File: config.mk
export PLATFORM = sky130hd
export DESIGN_NAME = axi_cmd_arbiter
export DESIGN_NICKNAME = d
export VERILOG_FILES = /design/src/rtl/axi_cmd_pkg.sv /design/src/rtl/rr_arbiter.sv /design/src/rtl/axi_cmd_arbiter.sv
export SDC_FILE = /design/constraint.sdc
export NUM_CORES = 1
export LEC_CHECK = 0
export BUFFER_PORTS_ARGS = -buffer_cell sky130_fd_sc_hd__buf_2
export CORE_ASPECT_RATIO = 1.2
export CORE_MARGIN = 3
export CORE_UTILIZATION = 25
export DETAILED_ROUTE_END_ITERATION = 8
export MAX_ROUTING_LAYER = met4
export REMOVE_ABC_BUFFERS = 1
export SYNTH_ARGS = -nofsm -noshare
export SYNTH_HDL_FRONTEND = slang
export SYNTH_HIERARCHICAL = 1
export SYNTH_SLANG_ARGS = --single-unit
File: constraint.sdc
create_clock -name m_axi_aclk -period 3.42 [get_ports m_axi_aclk]
set_input_delay 0.342 -clock m_axi_aclk [delete_from_list [all_inputs] [get_ports m_axi_aclk]]
set_output_delay 0.342 -clock m_axi_aclk [all_outputs]
set_load 0.01 [all_outputs]
File: src/rtl/axi_cmd_pkg.sv
// Shared types and constants for the AXI command arbiter.
//   state_t : arbiter sequencing states
//   RESP_*  : AXI response codes returned to requesters
//   BURST_* : AXI burst type encodings
//   cmd_t   : one latched burst command (op, address, length, burst type)
package axi_cmd_pkg;

  typedef enum logic [1:0] {
    IDLE      = 2'd0,
    ISSUE     = 2'd1,
    WAIT_DONE = 2'd2,
    RESPOND   = 2'd3
  } state_t;

  localparam logic [1:0] RESP_OKAY   = 2'b00;
  localparam logic [1:0] RESP_SLVERR = 2'b10;
  localparam logic [1:0] RESP_DECERR = 2'b11;

  localparam logic [1:0] BURST_FIXED = 2'b00;
  localparam logic [1:0] BURST_INCR  = 2'b01;
  localparam logic [1:0] BURST_WRAP  = 2'b10;

  // Address width of the shared AXI master's wr_addr/rd_addr.
  localparam int CMD_ADDR_W = 24;

  typedef struct packed {
    logic                  wr;
    logic [CMD_ADDR_W-1:0] addr;
    logic [7:0]            len;
    logic [1:0]            burst;
  } cmd_t;

endpackage

File: src/rtl/rr_arbiter.sv
// Combinational round-robin picker.
//   req         : request bits, one per requester
//   ptr         : highest-priority index for this pick
//   grant       : one-hot winner (zero when nothing requests)
//   grant_idx   : binary index of the winner
//   grant_valid : at least one request present
module rr_arbiter #(
  parameter int NUM_REQ = 4,
  parameter int IDX_W   = $clog2(NUM_REQ)
) (
  input  logic [NUM_REQ-1:0] req,
  input  logic [IDX_W-1:0]   ptr,
  output logic [NUM_REQ-1:0] grant,
  output logic [IDX_W-1:0]   grant_idx,
  output logic               grant_valid
);

  // Walk the requesters starting at ptr, wrapping past NUM_REQ-1; the first
  // hit wins and later hits are masked by grant_valid.
  always_comb begin
    int               pos;
    logic [IDX_W-1:0] cand;
    grant       = '0;
    grant_idx   = '0;
    grant_valid = 1'b0;
    pos         = 0;
    cand        = '0;
    for (int k = 0; k < NUM_REQ; k++) begin
      pos = int'(ptr) + k;
      if (pos >= NUM_REQ) pos = pos - NUM_REQ;
      cand = IDX_W'(pos);
      if (!grant_valid && req[cand]) begin
        grant[cand] = 1'b1;
        grant_idx   = cand;
        grant_valid = 1'b1;
      end
    end
  end

endmodule

File: src/rtl/axi_cmd_arbiter.sv
// Shares one AXI master command port between NUM_REQ requesters. Commands are
// taken round-robin, issued one at a time, held until the master reports
// completion (or a watchdog expires), and the response is returned to the
// owning requester as a one-cycle req_done pulse.
//   m_axi_aclk / m_axi_areset : clock, async active-high reset
//   req_*   : per-requester command valid/ready, packed fields, done/resp
//   cmd_*   : command handshake, latched fields, completion from master
//   grant_id: owner of the current/last command; busy: not IDLE
//
// state     | meaning
// IDLE      | picking a requester, req_ready driven to the winner
// ISSUE     | cmd_valid high, waiting for cmd_ready
// WAIT_DONE | command in flight, watchdog timer running
// RESPOND   | one-cycle req_done/req_resp to the owner
module axi_cmd_arbiter
  import axi_cmd_pkg::*;
#(
  parameter int NUM_REQ = 4,
  parameter int ADDR_W  = CMD_ADDR_W,
  parameter int TIMEOUT = 64
) (
  input  logic                      m_axi_aclk,
  input  logic                      m_axi_areset,
  input  logic [NUM_REQ-1:0]        req_valid,
  output logic [NUM_REQ-1:0]        req_ready,
  input  logic [NUM_REQ-1:0]        req_wr,
  input  logic [NUM_REQ*ADDR_W-1:0] req_addr,
  input  logic [NUM_REQ*8-1:0]      req_len,
  input  logic [NUM_REQ*2-1:0]      req_burst,
  output logic [NUM_REQ-1:0]        req_done,
  output logic [1:0]                req_resp,
  output logic                      cmd_valid,
  input  logic                      cmd_ready,
  output logic                      cmd_wr,
  output logic [ADDR_W-1:0]         cmd_addr,
  output logic [7:0]                cmd_len,
  output logic [1:0]                cmd_burst,
  input  logic                      cmd_done,
  input  logic [1:0]                cmd_resp,
  output logic [$clog2(NUM_REQ)-1:0] grant_id,
  output logic                      busy
);

  localparam int IDX_W   = $clog2(NUM_REQ);
  localparam int TIMER_W = $clog2(TIMEOUT);
  localparam logic [TIMER_W-1:0] TIMER_LAST = TIMER_W'(TIMEOUT - 1);
  localparam logic [IDX_W-1:0]   IDX_LAST   = IDX_W'(NUM_REQ - 1);

  // cmd_t carries the master's fixed address width.
  if (ADDR_W != CMD_ADDR_W) begin : g_addr_w_check
    $error("axi_cmd_arbiter: ADDR_W must equal CMD_ADDR_W");
  end

  state_t               state_q, state_d;
  logic [IDX_W-1:0]     rr_ptr_q;
  logic [IDX_W-1:0]     grant_id_q;
  logic [TIMER_W-1:0]   timer_q;
  logic [1:0]           resp_q;
  cmd_t                 cmd_q;
  cmd_t                 pick_cmd;

  logic [NUM_REQ-1:0]   pick_onehot;
  logic [IDX_W-1:0]     pick_idx;
  logic                 pick_valid;
  logic                 timed_out;

  rr_arbiter #(.NUM_REQ(NUM_REQ), .IDX_W(IDX_W)) u_rr_arbiter (
    .req         (req_valid),
    .ptr         (rr_ptr_q),
    .grant       (pick_onehot),
    .grant_idx   (pick_idx),
    .grant_valid (pick_valid)
  );

  always_comb begin
    pick_cmd = '0;
    for (int i = 0; i < NUM_REQ; i++) begin
      if (pick_onehot[i]) begin
        pick_cmd.wr    = req_wr[i];
        pick_cmd.addr  = req_addr[i*ADDR_W +: ADDR_W];
        pick_cmd.len   = req_len[i*8 +: 8];
        pick_cmd.burst = req_burst[i*2 +: 2];
      end
    end
  end

  assign timed_out = (timer_q == TIMER_LAST);

  always_ff @(posedge m_axi_aclk or posedge m_axi_areset) begin
    if (m_axi_areset) state_q <= IDLE;
    else              state_q <= state_d;
  end

  always_comb begin
    state_d = state_q;
    case (state_q)
      IDLE:      if (pick_valid) state_d = ISSUE;
      ISSUE:     if (cmd_ready) state_d = WAIT_DONE;
      WAIT_DONE: if (cmd_done || timed_out) state_d = RESPOND;
      RESPOND:   state_d = IDLE;
      default:   state_d = IDLE;
    endcase
  end

  always_ff @(posedge m_axi_aclk or posedge m_axi_areset) begin
    if (m_axi_areset) begin
      rr_ptr_q   <= '0;
      grant_id_q <= '0;
      timer_q    <= '0;
      resp_q     <= RESP_OKAY;
      cmd_q      <= '0;
    end else begin
      case (state_q)
        IDLE: begin
          if (pick_valid) begin
            cmd_q      <= pick_cmd;
            grant_id_q <= pick_idx;
          end
        end
        ISSUE: begin
          if (cmd_ready) timer_q <= '0;
        end
        WAIT_DONE: begin
          // A real completion wins over the watchdog on the same cycle.
          if (cmd_done)       resp_q  <= cmd_resp;
          else if (timed_out) resp_q  <= RESP_DECERR;
          else                timer_q <= timer_q + TIMER_W'(1);
        end
        RESPOND: begin
          rr_ptr_q <= (grant_id_q == IDX_LAST) ? '0 : grant_id_q + IDX_W'(1);
        end
        default: ;
      endcase
    end
  end

  always_comb begin
    req_ready = '0;
    req_done  = '0;
    req_resp  = RESP_OKAY;
    cmd_valid = 1'b0;
    busy      = 1'b0;
    case (state_q)
      // Gated by reset so the async reset also clears the combinational ready.
      IDLE:      if (!m_axi_areset) req_ready = pick_onehot;
      ISSUE: begin
        cmd_valid = 1'b1;
        busy      = 1'b1;
      end
      WAIT_DONE: busy = 1'b1;
      RESPOND: begin
        busy     = 1'b1;
        req_resp = resp_q;
        for (int i = 0; i < NUM_REQ; i++) req_done[i] = (grant_id_q == IDX_W'(i));
      end
      default: ;
    endcase
  end

  assign cmd_wr    = cmd_q.wr;
  assign cmd_addr  = cmd_q.addr;
  assign cmd_len   = cmd_q.len;
  assign cmd_burst = cmd_q.burst;
  assign grant_id  = grant_id_q;

endmodule

* Word-level counts from Yosys, hierarchy flattened
Index checks and enable logic that the tools add are counted.
** Word-level totals
- Register bits after elaboration :: 49
- Output and inout port bits :: 49
- Logic and storage cells :: 118
** Operators by class
- Add/sub/neg operators :: 9
- $lt $le $gt $ge :: 12
- Equal/unequal tests :: 12
- Multiplexer cells :: 53
- Bitwise logic cells :: 3
- Reductions and logical operators :: 20
** Operators by type and width (count)
- 2-to-1 mux 35 bit :: 4
- 2-to-1 mux 2 bit :: 15
- 2-to-1 mux 4 bit :: 7
- 2-to-1 mux 6 bit :: 3
- 2-to-1 mux 1 bit :: 14
- less-than comparator 2 x 3 -> 1 bit, second input constant :: 4
- OR 4 bit :: 3
- case mux 6 bit (2 select lines) :: 1
- inequality test 2 bit, second input constant :: 5
- >= comparator 3 bit, second input constant :: 3
- binary-select mux 1 bit (select 2 bit) :: 4
- demux 1 bit (select 2 bit) :: 4
- equality test 2 bit, second input constant :: 4
- >= comparator 2 x 1 -> 1 bit, second input constant :: 4
- case mux 2 bit (4 select lines) :: 1
- subtractor 2 x 1 -> 2 bit, second input constant :: 4
- logical AND 1 bit :: 7
- adder 2 x 2 -> 3 bit, second input constant :: 2
- adder 6 x 1 -> 6 bit, second input constant :: 1
- equality test 6 bit, second input constant :: 1
- equality test 2 x 1 -> 1 bit, second input constant :: 2
- zero test 2 bit :: 2
- AND reduction 2 bit :: 2
- AND reduction 4 bit :: 1
- other kinds (8) :: 11

* Logic depth before layout (Yosys ltp)
Gate-level depths: netlist of run 1.
- Word-level depth :: 18
- Gate-level depth with buffers :: 14
- Gate-level depth less buffers :: 10

* Modules after synthesis
Netlist of run 1, hierarchy kept.
** By module, submodules not included
- axi_cmd_arbiter :: times used 1, cells an instance 372, area an instance 3373.2 µm²
- rr_arbiter :: times used 1, cells an instance 45, area an instance 421.7 µm²

* Worst setup path after synthesis of run 1
Ideal clock, no wire load.
- Path type :: register to output
- From :: reg rr_ptr_q[0]
- To :: out req_ready[1]
- Arrival :: 2604 ps
- Data required time :: 3078 ps
- Path slack :: 474 ps
- Stages on the path, launching flop included :: 12
- Path buffers :: 4
- Cells stage by stage :: dfrtp_1 -> buf_6 -> inv_1 -> ha_1 -> mux4_2 -> buf_6 -> and2b_2 -> a22oi_1 -> o21ai_0 -> buf_2 -> buf_6 -> and3_1
** Between the ends
- Word-level cells in the longest chain between the ends :: 16
- Elaborated cells on any way between the ends :: 61
- Those cells by class :: add/sub: 7; order compare: 12; mux: 29; bitwise: 3; reduce/logical: 10
** RTL lines
- start, declared :: line axi_cmd_arbiter.sv:55 : logic [IDX_W-1:0] rr_ptr_q;
- start signal, assigned :: line axi_cmd_arbiter.sv:130 : rr_ptr_q <= (grant_id_q == IDX_LAST) ? '0 : grant_id_q + IDX_W'(1);
- branches (longest 13 deep; another with adder 2 x 1 -> 3 bit)
- 2-to-1 mux 4 bit * :: line rr_arbiter.sv:32 : if (!grant_valid && req[cand]) begin
- via pick_onehot[1] :: line axi_cmd_arbiter.sv:62 : logic [NUM_REQ-1:0] pick_onehot;
- 2-to-1 mux 4 bit * :: line axi_cmd_arbiter.sv:145 : IDLE: if (!m_axi_areset) req_ready = pick_onehot;
- 2-to-1 mux 4 bit * :: line axi_cmd_arbiter.sv:143 : case (state_q)
- end, declared :: line axi_cmd_arbiter.sv:25 : output logic [NUM_REQ-1:0] req_ready,
Mark *: on every way through the listed nets, which the timed path passes. The select of a mux whose other input is x is not followed.

* Final worst setup path of run 1
- From :: reg rr_ptr_q[1]
- To :: out req_ready[1]
The elaborated chain is that of the path after synthesis.

==> results of run 1 <==
layout make-up:
type                       instances  area, um^2
fill                            1609        9440
multi-input combinational        288        2240
sequential                        49        1230
timing repair buffer             212        1170
tap                              200         250
inverter                          45         169
clock buffer                       5         125
clock inverter                     2        35.0
antenna                            1        2.50
registers in the layout, indices dropped and copies added (netlist names):
name	flops
cmd_addr	24
cmd_burst	2
cmd_len	8
cmd_wr	1
grant_id	2
resp_q	2
rr_ptr_q	2
state_q	2
timer_q	6
layer usage:
metal	vias to the layer above	part of all wire [%]	GRT usage (%)
met5	-	0	-
met4	0	0.84	2.62
met3	8	5.4	2.93
met2	122	50	24.8
met1	1775	43	17.6
li1	1911	-	-
worst paths after layout:
check	startpoint	endpoint	slack, ns	cells after the start
worst min register to register	cmd_addr[7]	cmd_addr[7]	0.48	2
max in group asynchronous	m_axi_areset	cmd_addr[21]	2.57	3
min in group m_axi_aclk	cmd_resp[0]	resp_q[0]	0.28	2
worst max-delay path	rr_ptr_q[1]	req_ready[1]	0.20	10
worst max register to register	rr_ptr_q[1]	cmd_addr[1]	0.41	11
worst min-delay path	m_axi_areset	resp_q[0]	0.05	2
power groups by stage:
stage               Sequential [uW]  Combinational [uW]  Clock [uW]
CTS                            1000                4110         584
detailed placement             1010                4110           0
global placement               1010                4060           0
floorplan                      1110                2850           0
finish                          999                4250         555
global route                   1040                4710         592
Yosys cell counts, types with 4 or more instances:
cell type,count
nor2_1,4
a21oi_1,37
a22oi_1,13
a22oi_2,30
o21ai_1,31
and2_1,7
buf_6,9
nand2b_1,4
dfrtp_1,49
a221o_1,34
buf_2,8
o21ai_0,12
o211ai_1,5
clkbuf_1,19
ha_1,14
nand4b_1,4
nor2b_1,4
mux2_2,5
and3_1,4
nand2_1,48
inv_1,45
cell families after synthesis:
kind of cell               share of synthesized area, %
DFF                                                32.3
AOI/OAI and AO/OA                                  36.2
and+or+nand+nor                                    11.7
muxes                                              4.98
buffers and inverters                              10.2
adders and majority gates                          4.62
per-stage QoR:
step                      power (uW)  cell area [um^2]  cells
after floorplan                 3960              3580    380
after global placement          5060              4970    789
after detailed placement        5110              4970    789
after CTS                       5690              5130    796
after global routing            6340              5220    802
final                           5800              5220    802
worst register-to-register path: stages (launching register included):
cell,delay (ns)
dfrtp_1,0.34
inv_1,0.08
ha_1,0.36
mux4_2,0.44
and2b_2,0.31
a22oi_1,0.07
o21ai_0,0.51
nor2b_4,0.30
buf_12,0.16
a221o_1,0.15
a22oi_1,0.06
o21ai_0,0.16
placed cells by master (no fill, tap or decap), types with 3 or more instances in the layout:
| cell type | synthesis | final |
|---|---|---|
| a21oi_1 | 37 | 37 |
| a221o_1 | 34 | 34 |
| a22oi_1 | 13 | 13 |
| a22oi_2 | 30 | 30 |
| and2_1 | 7 | 7 |
| and3_1 | 4 | 4 |
| buf_12 | 0 | 5 |
| buf_2 | 8 | 198 |
| buf_4 | 0 | 8 |
| clkbuf_16 | 0 | 5 |
| dfrtp_1 | 49 | 49 |
| ha_1 | 14 | 14 |
| inv_1 | 45 | 44 |
| mux2_2 | 5 | 5 |
| nand2_1 | 48 | 47 |
| nand2b_1 | 4 | 4 |
| nand4b_1 | 4 | 4 |
| nor2_1 | 4 | 4 |
| nor2b_1 | 4 | 4 |
| o211ai_1 | 5 | 5 |
| o21ai_0 | 12 | 9 |
| o21ai_1 | 31 | 31 |
| o21ai_4 | 0 | 3 |
what timing repair did:
action | 4_1_cts | 5_1_grt
buffers inserted | 0 | 3
endpoints found under the setup margin | 0 | 36
resized for setup | 0 | 4
==> flow_metrics.py, run 1 <==
metrics = {
    "outcome": {
        "status": "finished clean",
    },
    "synth": {
        "synthesis.area_um2": 3790,
        "synth_edf_count": 0,
        "yosys_register_bits": 49,
        "yosysSeqAreaShare_pct": 32.3,
        "yosysTopAreaCell": "dfrtp_1",
        "avgSynthCellArea_um2": 9.10,
        "synthTopCellsByArea": "dfrtp_1, a22oi_2, a221o_1, a21oi_1, nand2_1",
        "yosysWarnings": 6,
        "synth_top_cell_area_share_pct": 32.3,
        "syn_inst": 417,
        "synthArstFlopShare_pct": 100,
        "synth_cell_types": 46,
        "synthFlopType": "dfrtp_1",
    },
    "finish": {
        "drive_gt1_share_pct": 44.9,
        "final_util_pct": 35.6,
        "final_nets": 765,
        "area_delta_synth_final_pct": 37.4,
    },
    "pwr": {
        "switching_share_pct": 47.0,
        "clock_power_share_pct": 9.6,
        "peakVddDrop_mv": 0.515,
        "p_seq_share_pct": 17.2,
        "powerDensity_nw_per_um2": 1110,
        "internal_power_uw": 3080,
        "combPwrFrac_pct": 73.2,
        "p_sw_uw": 2720,
        "p_leak_uw": 0.00257,
    },
    "cts": {
        "clk_pin_slew_ns": 0.07,
        "htreeDepth": 2,
        "cts_tree": "done",
        "clock_latency_ns": 0.29,
        "cts_buffer_depth": 2,
        "ctsRootBufferMaster": "clkbuf_16",
        "hold_buffers": 0,
        "cts_sinks": 49,
        "cts_buffers": 5,
    },
    "placed_design": {
        "pre_cts_ws_ns": 0.0799,
        "dp_hpwl_um": 9280,
        "place_congestion": 0.852,
        "portBuffers": 198,
    },
    "timing": {
        "timing.final.crit_share_pct": 94.2,
        "finalSetupViolations": 0,
        "slew_violations": 0,
        "hold_viol": 0,
        "hold_ws_ns": 0.0542,
        "rsz0062_at_grt": "false",
        "layout_setup_ws_ns": 0.199,
        "slew_headroom_pct": 58.3,
        "worstMarginPinSlew_ns": 0.619,
        "setup_tns_ns": 0,
        "fin_skew_ns": 0.00450,
        "period_needed_ns": 3.22,
        "max_freq_mhz": 310,
    },
    "setup_path": {
        "crit_slowest_cell": "mux4_2",
        "crit_type": "flip-flop to primary output",
        "crit_family": "buffers and inverters",
        "cp_max_fo": 37,
        "cp-start-kind": "flip-flop",
        "end_kind": "primary output",
        "worstPathArrival_ns": 2.88,
        "cp_cell_sequence": "inv_1, ha_1, mux4_2, nor4b_4, buf_4, a22oi_1, o21ai_4, buf_8, and3_1, buf_2",
        "slowest_delay_ns": 0.44,
        "required_ns": 3.08,
        "path_buf_inv": 4,
    },
    "grt": {
        "grt_pass1_vias": 3691,
        "grt_overflow": 0,
        "grt_max_degree": 55,
        "track_usage_pct": 14.4,
        "grt_pass1_wl_um": 19200,
        "antenna_found_initial": 1,
    },
    "detailed_routing": {
        "firstDrtPassIters": 4,
        "viasPerCell": 4.76,
        "vias": 3816,
        "drt-initial-drc-count": 205,
        "ant_nets": 0,
        "drc_errors": 0,
        "wire_per_inst_um": 15.8,
        "wl_um": 12600,
    },
    "floorplanning": {
        "die_y_um": 141,
        "fp-row-count": 48,
        "initial_core_util_pct": 25.9,
        "ios": 199,
        "die_x_um": 118,
        "dieArea_um2": 16700,
        "fp.coreArea_um2": 14700,
    },
    "flow_run": {
        "cap_violations": 0,
    },
    "min_path": {
        "hold_class": "input port to async pin",
    },
}
(Power assumes the default switching activity.)
==> run 2: changes to the inputs <==
SLEW_MARGIN = 20   (was not set)
clock period = 2.7 ns   (was 3.42 ns; I/O delays follow)
==> flow_metrics.py, run 2 (synthesis results as in run 1) <==
metrics = {
    "pwr": {
        "powerDensity_nw_per_um2": 1440,
        "finalPower_uw": 7990,
        "p_leak_uw": 0.00273,
        "peakVddDrop_mv": 0.555,
    },
    "flow_run": {
        "cap_violations": 0,
    },
    "finish": {
        "layout_common_cells": "buf_2, dfrtp_1, nand2_1, inv_1, a22oi_2",
        "layout_commonest_cell": "buf_2",
        "final_nets": 794,
        "area_delta_synth_final_pct": 46.1,
        "num_antenna_cells": 0,
        "fin_area_um2": 5540,
        "stdcell_count": 831,
        "drive_gt1_share_pct": 49.3,
        "largest_reg_flops": 24,
    },
    "setup_path": {
        "crit_type": "flip-flop to primary output",
        "cp_max_fo": 6,
        "slowest_delay_ns": 0.56,
        "end_kind": "primary output",
        "crit_slowest_cell": "mux4_2",
        "worstPathArrival_ns": 2.53,
        "required_ns": 2.43,
        "crit_path_frequent_cell": "buf_4",
        "cp-start-kind": "flip-flop",
        "cp_cell_sequence": "buf_12, mux4_2, nor4b_4, buf_4, a22oi_2, o21ai_1, buf_4, and3_4, buf_6",
    },
    "cts": {
        "cts_buffers": 5,
        "cts_buffer_depth": 2,
        "ctsRootBufferMaster": "clkbuf_16",
        "htreeDepth": 2,
        "clock_latency_ns": 0.30,
        "cts_tree": "done",
        "cts_sinks": 49,
        "clk_pin_slew_ns": 0.06,
    },
    "timing": {
        "hold_viol": 0,
        "rsz0062_at_grt": "true",
        "fin_skew_ns": 0.00872,
        "layout_setup_ws_ns": -0.104,
        "slew_headroom_pct": 57.7,
        "hold_ws_ns": 0.205,
        "period_needed_ns": 2.80,
        "timing.final.crit_share_pct": 104,
        "max_freq_mhz": 357,
        "slew_violations": 0,
        "finalSetupViolations": 37,
        "worstMarginPinSlew_ns": 0.634,
    },
    "detailed_routing": {
        "wl_um": 12500,
        "viasPerCell": 4.71,
        "drc_errors": 0,
        "vias": 3910,
        "wire_per_inst_um": 15.1,
        "drt-initial-drc-count": 193,
        "ant_nets": 0,
        "firstDrtPassIters": 4,
    },
    "floorplanning": {
        "die_y_um": 141,
        "ios": 199,
        "die_x_um": 118,
        "initial_core_util_pct": 25.9,
        "dieArea_um2": 16700,
        "fp-row-count": 48,
        "fp.coreArea_um2": 14700,
    },
    "placed_design": {
        "place_area_um2": 5190,
        "pre_cts_ws_ns": -0.0558,
        "place_congestion": 0.798,
        "dp_hpwl_um": 9610,
        "portBuffers": 198,
        "dpl.cell_count": 805,
    },
    "grt": {
        "grt_pass1_vias": 3975,
        "grt_max_degree": 47,
        "track_usage_pct": 15.0,
        "grt_overflow": 0,
        "antenna_found_initial": 0,
        "grt_pass1_wl_um": 19700,
    },
    "outcome": {
        "status": "finished with violations",
        "violations": "negative setup slack",
    },
    "min_path": {
        "hold_class": "input port to flip-flop",
    },
}
run 2: final timing paths:
| path | start | end | slack, ns | cells past startpoint |
|---|---|---|---|---|
| max | rr_ptr_q[0] | req_ready[0] | -0.10 | 9 |
| min | cmd_resp[0] | resp_q[0] | 0.21 | 2 |
| max reg2reg | rr_ptr_q[0] | cmd_addr[1] | -0.09 | 12 |
| min reg2reg | cmd_len[1] | cmd_len[1] | 0.48 | 2 |
| max in group asynchronous | m_axi_areset | rr_ptr_q[1] | 1.43 | 4 |
| min in group asynchronous | m_axi_areset | resp_q[0] | 0.40 | 3 |
run 2: metrics by stage:
stage          TNS [ns]  utilization (%)
2_1_floorplan   -174.63                -
3_3_place_gp          0             35.5
3_5_place_dp     -0.263             35.5
4_1_cts          -0.465             37.7
5_1_grt           -5.85             37.8
6_report          -1.80             37.8
run 2: area by class of cell:
class / instances / area [um^2]
clock buffer: 6 / 129
clock inverter: 2 / 10.0
fill: 1585 / 9110
inverter: 45 / 169
multi-input combinational: 286 / 2270
sequential: 49 / 1230
tap: 200 / 250
timing repair buffer: 243 / 1490
run 2: critical path, delay by kind of cell, from the launching register on:
| family | cells | cell delay [ns] |
|---|---|---|
| DFF | 1 | 0.42 |
| and+or+nand+nor | 2 | 0.56 |
| muxes | 1 | 0.56 |
| buffers and inverters | 4 | 0.56 |
| AOI/OAI and AO/OA | 2 | 0.14 |
run 2: timing repair:
item | CTS | global route
endpoints found under the hold margin | 3 | 0
setup buffers | 16 | 2
resized for setup | 18 | 5
pin swaps | 3 | 2
setup endpoints to repair | 36 | 39
hold buffers | 1 | 0
run 2: routing by layer:
layer | global-route usage (%) | part of all wire (%) | up-vias
met4 | 3.97 | 2.1 | 0
li1 | - | - | 1963
met5 | - | 0 | -
met3 | 3.73 | 6.1 | 23
met1 | 18.1 | 42 | 1785
met2 | 25.3 | 50 | 139
run 2: power breakdown:
part / switching (uW) / internal, uW / leakage (uW)
Clock: 294 / 342 / 0.0000706
Sequential: 209 / 1070 / 0.000621
Combinational: 3110 / 2970 / 0.00204
Total: 3610 / 4380 / 0.00273
==> run 3: changes to the inputs <==
CELL_PAD_IN_SITES_DETAIL_PLACEMENT = 2   (was not set)
CELL_PAD_IN_SITES_GLOBAL_PLACEMENT = 2   (was not set)
CORE_UTILIZATION = 23   (was 25)
CTS_BUF_LIST = sky130_fd_sc_hd__clkbuf_16   (was not set)
PLACE_DENSITY_LB_ADDON = 0.1   (was not set)
==> flow_metrics.py, run 3 (synthesis results as in run 1) <==
metrics = {
    "outcome": {
        "status": "finished with violations",
        "violations": "negative setup slack",
    },
    "timing": {
        "hold_viol": 0,
        "rsz0062_at_grt": "true",
        "period_needed_ns": 2.84,
        "fin_skew_ns": 0.00510,
        "finalSetupViolations": 38,
        "timing.final.crit_share_pct": 105,
        "layout_setup_ws_ns": -0.143,
        "slew_headroom_pct": 60.5,
        "slew_violations": 0,
        "max_freq_mhz": 352,
        "worstMarginPinSlew_ns": 0.592,
    },
    "setup_path": {
        "slowest_delay_ns": 0.55,
        "end_kind": "flip-flop",
        "crit_type": "flip-flop to flip-flop",
        "cp_cell_sequence": "buf_6, mux4_2, buf_6, buf_4, a22oi_2, o21ai_2, buf_4, nor2b_4, clkbuf_16, a221o_1, a22oi_2, o21ai_1",
        "crit_family": "compound AO/OA/AOI/OAI gates",
        "worstPathArrival_ns": 3.01,
        "cp-start-kind": "flip-flop",
        "path_buf_inv": 5,
        "crit_slowest_cell": "mux4_2",
        "required_ns": 2.87,
        "cp_max_fo": 8,
    },
    "finish": {
        "final-seq-area_um2": 1230,
        "largest_reg_flops": 24,
        "drive_gt1_share_pct": 52.0,
        "area_delta_synth_final_pct": 54.2,
        "final_nets": 813,
        "multi_input_area_um2": 2310,
        "num-fill-cells": 1826,
        "layout_commonest_cell": "buf_2",
        "layout_common_cells": "buf_2, dfrtp_1, nand2_1, inv_1",
    },
    "pwr": {
        "internal_power_uw": 4950,
        "clock_power_share_pct": 6.7,
        "combPwrFrac_pct": 79.3,
        "switching_share_pct": 46.1,
        "p_leak_uw": 0.00286,
        "p_seq_share_pct": 14.0,
        "finalPower_uw": 9180,
        "p_sw_uw": 4230,
        "powerDensity_nw_per_um2": 1570,
        "peakVddDrop_mv": 0.607,
    },
    "grt": {
        "grt_max_degree": 42,
        "grt_overflow": 0,
        "grt_pass1_wl_um": 27000,
        "track_usage_pct": 19.7,
        "grt_pass1_vias": 4886,
        "antenna_found_initial": 1,
    },
    "detailed_routing": {
        "viasPerCell": 4.99,
        "firstDrtPassIters": 5,
        "wire_per_inst_um": 20.7,
        "vias": 4275,
        "drc_errors": 0,
        "ant_nets": 0,
        "drt-initial-drc-count": 109,
        "wl_um": 17700,
    },
    "cts": {
        "htreeDepth": 2,
        "clock_latency_ns": 0.29,
        "cts_sinks": 49,
        "clk_pin_slew_ns": 0.07,
        "cts_buffer_depth": 2,
        "cts_buffers": 5,
        "cts_tree": "done",
        "ctsRootBufferMaster": "clkbuf_16",
    },
    "floorplanning": {
        "die_x_um": 123,
        "ios": 199,
        "fp.coreArea_um2": 15900,
        "die_y_um": 147,
        "fp-row-count": 50,
        "initial_core_util_pct": 23.9,
        "dieArea_um2": 18100,
    },
    "placed_design": {
        "place_congestion": 0.847,
        "pre_cts_ws_ns": -0.619,
        "dp_hpwl_um": 12200,
        "portBuffers": 198,
    },
    "min_path": {
        "hold_class": "input port to flip-flop",
    },
    "flow_run": {
        "cap_violations": 0,
    },
}
## run 3: cell types whose count changed in the layout (fill, tap and decap cells not counted), moves of 2 or more
cell       previous run  this run
clkbuf_16             5         9
buf_2               197       195
buf_4                30        38
o21ai_1              37        35
buf_6                 4        12
buf_16                0         2
o21ai_2               0         2
buf_12               11         8
and3_4                2         4
and3_1                3         1
## run 3: worst paths after layout
kind | depth (start not counted) | endpoint | slack, ns | from
worst max-delay path | 12 | cmd_addr[8] | -0.14 | rr_ptr_q[0]
worst min-delay path | 2 | resp_q[0] | 0.21 | cmd_resp[0]
worst max register to register | 12 | cmd_addr[8] | -0.14 | rr_ptr_q[0]
worst min register to register | 2 | cmd_wr | 0.48 | cmd_wr
max in group asynchronous | 4 | timer_q[5] | 1.34 | m_axi_areset
min in group asynchronous | 3 | state_q[0] | 0.49 | m_axi_areset
## run 3: stage by stage
| step | setup TNS (ns) | std cells | utilization [%] | area (um^2) | hold WS, ns |
|---|---|---|---|---|---|
| floorplan | -174.63 | 380 | - | 3580 | 0.418 |
| global placement | -16.20 | 818 | 32.5 | 5170 | 0.236 |
| detailed placement | -21.35 | 818 | 32.5 | 5170 | 0.240 |
| CTS | -1.94 | 850 | 35.7 | 5670 | 0.201 |
| global route | -8.02 | 857 | 36.8 | 5850 | 0.222 |
| finish | -2.90 | 857 | 36.8 | 5850 | 0.213 |
## run 3: power groups by stage
stage / logic (uW) / clock network, uW / registers [uW]
after detailed placement: 5830 / 0 / 1300
final: 7280 / 617 / 1290
after global routing: 7960 / 670 / 1340
after global placement: 5650 / 0 / 1280
after CTS: 6820 / 653 / 1290
after floorplan: 3260 / 0 / 1400
## run 3: final cells by class
class                           instances  share of cell area, %
Inverter                               45                   2.89
Timing Repair Buffer                  261                   30.0
Tap cell                              208                   4.45
Clock inverter                          1                 0.0855
Sequential cell                        49                   21.0
Multi-Input combinational cell        287                   39.4
Clock buffer                            5                   2.14
Antenna cell                            1                 0.0428
## run 3: repair_timing
action	in CTS	in global routing
hold buffers	1	0
pin swaps	8	10
hold endpoints to repair	8	0
buffers inserted	22	3
setup endpoints to repair	42	40
cloned	3	4
resized for setup	33	16
## run 3: per-layer routing
| metal | wire, um | global-route usage (%) | share of wire [%] |
|---|---|---|---|
| met5 | 0 | - | 0 |
| met4 | 262 | 4.99 | 1.5 |
| met3 | 916 | 3.93 | 5.2 |
| met2 | 9270 | 34.0 | 52 |
| met1 | 7280 | 23.2 | 41 |
